File: src/rtl/rgb_frame_scheduler.sv
// SK6805 frame controller: round-robin-arbitrated colour buffer, periodic or on-demand streaming of
// pixels to the bit serializer, followed by the latch gap.
module rgb_frame_scheduler #(
   parameter int NUM_LEDS       = 2,
   parameter int IDX_W          = (NUM_LEDS > 1) ? $clog2(NUM_LEDS) : 1,
   parameter int REFRESH_CYCLES = 800000,
   parameter int LATCH_CYCLES   = 8000
) (
   input  logic             clk_100MHz,
   input  logic             Rst,
   input  logic             a_req_i,
   input  logic [IDX_W-1:0] a_idx_i,
   input  logic [23:0]      a_rgb_i,
   output logic             a_gnt_o,
   input  logic             b_req_i,
   input  logic [IDX_W-1:0] b_idx_i,
   input  logic [23:0]      b_rgb_i,
   output logic             b_gnt_o,
   output logic             wr_err_o,
   input  logic             frame_req_i,
   output logic             px_valid_o,
   output logic [23:0]      px_grb_o,
   input  logic             px_ready_i,
   output logic             led_rst_o,
   output logic             busy_o,
   output logic             frame_done_o,
   output logic [1:0]       dbg_state_o
);

   typedef enum logic [1:0] {
      IDLE  = 2'd0,
      LOAD  = 2'd1,
      SEND  = 2'd2,
      LATCH = 2'd3
   } state_t;

   localparam int DEPTH = 1 << IDX_W;
   localparam int TMR_W = (REFRESH_CYCLES > 1) ? $clog2(REFRESH_CYCLES) : 1;
   localparam int LAT_W = (LATCH_CYCLES > 1) ? $clog2(LATCH_CYCLES) : 1;
   localparam logic [TMR_W-1:0] TMR_LAST  = TMR_W'(REFRESH_CYCLES - 1);
   localparam logic [LAT_W-1:0] LAT_LAST  = LAT_W'(LATCH_CYCLES - 1);
   localparam logic [IDX_W-1:0] IDX_LAST  = IDX_W'(NUM_LEDS - 1);
   localparam logic [IDX_W:0]   NUM_LEDS_W = (IDX_W + 1)'(NUM_LEDS);

   state_t             state_q, state_d;
   logic [IDX_W-1:0]   idx_q, idx_d;
   logic [LAT_W-1:0]   lat_q, lat_d;
   logic               pending_q, pending_d;
   logic [23:0]        px_grb_q, px_grb_d;
   logic               done_q, done_d;
   logic [TMR_W-1:0]   timer_q;
   logic               rr_q;
   logic               wr_err_q;
   logic [23:0]        colour_q [DEPTH];

   logic               a_gnt, b_gnt, wr_valid, wr_in_range, tick, trigger;
   logic [IDX_W-1:0]   wr_idx;
   logic [23:0]        wr_rgb, sel_rgb;

   // rr_q = 0 favours A on a dual request; a lone requester always wins.
   always_comb begin
      a_gnt = a_req_i;
      b_gnt = b_req_i;
      if (a_req_i && b_req_i) begin
         a_gnt = ~rr_q;
         b_gnt = rr_q;
      end
   end

   assign wr_valid    = a_gnt | b_gnt;
   assign wr_idx      = a_gnt ? a_idx_i : b_idx_i;
   assign wr_rgb      = a_gnt ? a_rgb_i : b_rgb_i;
   assign wr_in_range = ({1'b0, wr_idx} < NUM_LEDS_W);
   assign tick        = (timer_q == TMR_LAST);
   assign trigger     = tick | frame_req_i;
   assign sel_rgb     = colour_q[idx_q];

   always_ff @(posedge clk_100MHz) begin
      if (Rst) begin
         rr_q     <= 1'b0;
         wr_err_q <= 1'b0;
         timer_q  <= '0;
         for (int i = 0; i < DEPTH; i++) colour_q[i] <= '0;
      end else begin
         // Every dual-request cycle grants someone, so the pointer always flips on it.
         rr_q     <= rr_q ^ (a_req_i & b_req_i);
         wr_err_q <= wr_valid & ~wr_in_range;
         timer_q  <= tick ? '0 : timer_q + TMR_W'(1);
         if (wr_valid && wr_in_range) colour_q[wr_idx] <= wr_rgb;
      end
   end

   // Pixel handshake: px_valid_o is high for the whole SEND state with px_grb_o frozen; a pixel
   // transfers on the edge where px_valid_o & px_ready_i, and px_ready_i is ignored elsewhere.
   always_comb begin
      state_d   = state_q;
      idx_d     = idx_q;
      lat_d     = lat_q;
      pending_d = pending_q;
      px_grb_d  = px_grb_q;
      done_d    = 1'b0;
      if (state_q != IDLE && trigger) pending_d = 1'b1;
      case (state_q)
         IDLE: begin
            if (trigger || pending_q) begin
               state_d   = LOAD;
               idx_d     = '0;
               pending_d = 1'b0;
            end
         end
         LOAD: begin
            px_grb_d = {sel_rgb[15:8], sel_rgb[23:16], sel_rgb[7:0]};
            state_d  = SEND;
         end
         SEND: begin
            if (px_ready_i) begin
               if (idx_q == IDX_LAST) begin
                  state_d = LATCH;
                  lat_d   = '0;
               end else begin
                  state_d = LOAD;
                  idx_d   = idx_q + IDX_W'(1);
               end
            end
         end
         LATCH: begin
            if (lat_q == LAT_LAST) begin
               done_d    = 1'b1;
               pending_d = trigger;
               idx_d     = '0;
               state_d   = pending_q ? LOAD : IDLE;
            end else begin
               lat_d = lat_q + LAT_W'(1);
            end
         end
         default: state_d = IDLE;
      endcase
   end

   always_ff @(posedge clk_100MHz) begin
      if (Rst) begin
         state_q   <= IDLE;
         idx_q     <= '0;
         lat_q     <= '0;
         pending_q <= 1'b0;
         px_grb_q  <= '0;
         done_q    <= 1'b0;
      end else begin
         state_q   <= state_d;
         idx_q     <= idx_d;
         lat_q     <= lat_d;
         pending_q <= pending_d;
         px_grb_q  <= px_grb_d;
         done_q    <= done_d;
      end
   end

   assign a_gnt_o      = a_gnt;
   assign b_gnt_o      = b_gnt;
   assign wr_err_o     = wr_err_q;
   assign px_valid_o   = (state_q == SEND);
   assign px_grb_o     = px_grb_q;
   assign led_rst_o    = (state_q == LATCH);
   assign busy_o       = (state_q != IDLE);
   assign frame_done_o = done_q;
   assign dbg_state_o  = state_q;

endmodule

File: config.mk
export PLATFORM = sky130hd
export DESIGN_NAME = rgb_frame_scheduler
export DESIGN_NICKNAME = d
export VERILOG_FILES = /design/src/rtl/rgb_frame_scheduler.sv
export SDC_FILE = /design/constraint.sdc
export NUM_CORES = 1
export LEC_CHECK = 0
export CAP_MARGIN = 20
export CORE_ASPECT_RATIO = 0.7
export CORE_MARGIN = 8
export CORE_UTILIZATION = 57
export DETAILED_ROUTE_END_ITERATION = 12
export DONT_BUFFER_PORTS = 1
export HOLD_SLACK_MARGIN = 0.12
export PLACE_DENSITY = 0.82
export SLEW_MARGIN = 20
export SYNTH_ARGS = -nofsm -noshare
export SYNTH_HDL_FRONTEND = slang
export SYNTH_SLANG_ARGS = --single-unit
File: constraint.sdc
create_clock -name clk_100MHz -period 2.7 [get_ports clk_100MHz]
set_clock_uncertainty 0.2 [all_clocks]
set_input_delay 0.405 -clock clk_100MHz [delete_from_list [all_inputs] [get_ports clk_100MHz]]
set_output_delay 0.405 -clock clk_100MHz [all_outputs]
set_load 0.01 [all_outputs]
==> reports/results.tsv <==
stage	metric	value	unit
cts	Clock Root Buffer	clkbuf_16	
power	Peak VDD IR	0.0004282	V
placed_design	Placed Instance Area	5027	um^2
floorplanning	Starting Density	58.30	%
cts	# clock sinks	111	
synth	share of Yosys cell area claimed by the top area cell type	29.40	%
critical_path	Worst EP required	2.72	ns
global_route	vias in the first global route	3404	
synth	top_reg_cell synth	dfxtp_1	
synth	synth warn	0	
sta	worst slew pin tran	0.5564	ns
finish	nets	541	
sta	Fmax	0.4091	GHz
sta	final setup vio count	0	
critical_path	worst-path maximum fanout	13	
synth	count leader, synth	nor2_1	
sta	crit share post-route	90.54	%
floorplanning	Core Area	8408	um^2
floorplanning	Ports	89	
placed_design	routability cong.	0.8006	
finish	area grow syn2layout	12.58	%
power	Tot Pwr	4.355	mW
sta	Final min period	2.445	ns
synth	number of synthesized register bits	111	
synth	ys async rst share	0	%
floorplanning	Die ar.	11870	um^2
synth	syn_area_per_cell	10.57	um^2
finish	cell area after layout	5519	um^2
critical_path	Setup CP Type	reg -> reg	
critical_path	RR Startpoint	dbg_state_o[0]	
critical_path	worst r2r dst	lat_q[5]	
synth	sequential share of the synthesized area	55.13	%
power	P_leak	1.969	nW
finish	Layout Utilization	65.64	%
global_route	global route overflow	0	
drt	routed length per placed instance	17.77	um
synth	most instantiated cells after synthesis	nor2_1, dfxtp_1, edfxtp_1, mux2i_1, a211oi_1	
min_path	Hold EP	colour_q[0][15]	
global_route	GRT Resource Usage Total	17.63	%
power	power per cell area	789.1	nW/um^2
sta	Slew HR	61.95	%
global_route	largest net degree at the start of global routing	49	
floorplanning	num rows	28	
cts	CTS buffer count	9	
drt	Final ANT Viol Nets	0	
synth	Synth area leaders	edfxtp_1, dfxtp_1, mux2i_1	
drt	Via density	5.791	
critical_path	FF-to-FF path depth	8	
floorplanning	Die W	126.8	um
cts	H-tree depth	3	
synth	Mapped Cells	464	
critical_path	CP Capture Type	flop	
synth	syn_nets	527	
placed_design	dpl hpwl	7061	um
sta	Pins Over Slew Limit	0	
synth	Post-synth EDFFs	48	
min_path	hold-critical path depth	2	
min_path	worst min path class	in -> reg	
cts	clock-pin slew on the worst setup and hold paths	0.07	ns
critical_path	reg2reg setup slack	0.26	ns
cts	Max clock buf depth	2	
global_route	first-pass GRT wire length	16690	um
synth	count of cell types in the netlist	49	
min_path	hold path startpoint	a_rgb_i[15]	
sta	RSZ-0062 raised after global routing	false	
critical_path	Worst setup SP type	flop	
outcome	outcome	finished, final reports clean	
drt	aggregate routed wire length	10450	um
placed_design	Port Buffers	0	
drt	routed vias	3405	
finish	antenna cells	0	
flow_run	Max Cap Viol	0	
drt	Starting DRT DRC Count	219	
global_route	initial antenna violation count	0	
sta	total negative slack	0	ns
critical_path	critical path data arrival time	2.46	ns
drt	router iterations before antenna repair	4	
synth	area leader, netlist	edfxtp_1	
sta	final hold vios	0	
drt	drc violations	0	
cts	CTS tree	built	
synth	Mapped Area	4902	um^2
finish	fraction of layout cells with a size suffix above 1	9.317	%
floorplanning	Die Y	93.59	um
cts	worst-skew pair later-pin latency	0.34	ns
critical path: stages, from the launching register on:
cell       delay (ns)
dfxtp_1          0.44
inv_1            0.18
ha_1             0.32
inv_1            0.14
a21oi_1          0.08
buf_4            0.18
a2111oi_0        0.55
xnor2_1          0.18
nor2_1           0.05
where the power goes:
part	switching, mW	internal (mW)
logic	0.493	0.330
registers	0.237	1.99
clock network	0.592	0.713
total	1.32	3.03
area by class of cell:
| class | count | area (um^2) |
|---|---|---|
| clock buffer | 11 | 264.0 |
| inverter | 12 | 45.04 |
| fill | 637 | 2889 |
| sequential | 111 | 2704 |
| timing repair buffer | 30 | 280.3 |
| multi-input combinational | 314 | 2057 |
| tap | 105 | 131.4 |
| clock inverter | 5 | 37.54 |
cells in the final DEF (no fill, tap or decap), types with 3 or more instances in the layout:
cell           synthesis  final
and3_1                 4      4
xor2_1                 9      9
buf_4                  1     12
a21oi_1                5      5
xnor2_1               22     22
nand2_1               13     13
mux2i_1               48     48
nor3_1                 4      4
clkbuf_16              0     10
edfxtp_1              48     48
a211oi_1              30     30
dlygate4sd3_1          0     17
nand3_1               11     11
nand4_1                4      4
nor2_1               114    114
dfxtp_1               63     62
or3_1                  5      5
ha_1                   7      6
nor4_1                 4      4
or2_2                  3      3
inv_1                 12     12
state kept, by name (all words and copies together), names as in the netlist:
signal	cells
dbg_state_o	2
lat_q	13
pending_q	1
px_grb_o	24
rr_q	1
idx_q	1
frame_done_o	1
timer_q	20
colour_q	48
logic make-up (layout without fill, tap and decap cells):
| family | Yosys count | after routing | synth area share (%) |
|---|---|---|---|
| adder cells (fa/ha/maj) | 7 | 7 | 1.787 |
| AND/OR/NAND/NOR | 178 | 178 | 16.64 |
| AO/OA/AOI/OAI | 49 | 49 | 7.759 |
| multiplexers | 48 | 48 | 9.801 |
| other | 1 | 1 | 0.07650 |
| buffers and inverters | 39 | 58 | 3.267 |
| XOR/XNOR | 31 | 31 | 5.539 |
| flip-flops | 111 | 111 | 55.13 |
metrics by stage:
stage                     hold WS, ns  cells  setup slack (ns)
after detailed placement       0.2425    554            0.3002
final                          0.1265    588            0.2554
after CTS                      0.1236    588            0.2845
after global placement         0.2275    554            0.4159
after floorplan                0.2175    464            0.1662
after global routing           0.1288    588           0.06535
how the worst max path moves through the flow:
stage | slack, ns | cells past startpoint | to | start
4_1_cts | 0.28 | 8 | lat_q[5] | dbg_state_o[0]
3_3_place_gp | 0.42 | 8 | lat_q[5] | dbg_state_o[0]
3_5_place_dp | 0.30 | 8 | lat_q[5] | dbg_state_o[0]
6_report | 0.26 | 8 | lat_q[5] | dbg_state_o[0]
2_1_floorplan | 0.17 | 6 | colour_q[0][0] | a_req_i
5_1_grt | 0.07 | 8 | lat_q[5] | dbg_state_o[0]
per-layer routing:
metal | vias up | wire length [um] | track usage [%]
li1 | 1651 | - | -
met1 | 1650 | 4402 | 20.26
met2 | 98 | 5178 | 30.45
met3 | 6 | 734 | 5.625
met4 | 0 | 131 | 6.509
met5 | - | 0 | 0
timing repair:
action                     CTS  global route
hold buffers                18             0
setup endpoints to repair    0             0
resized for setup            0             0
setup buffers                0             0
hold endpoints to repair    40             0
Power figures use the tool's default switching activity.
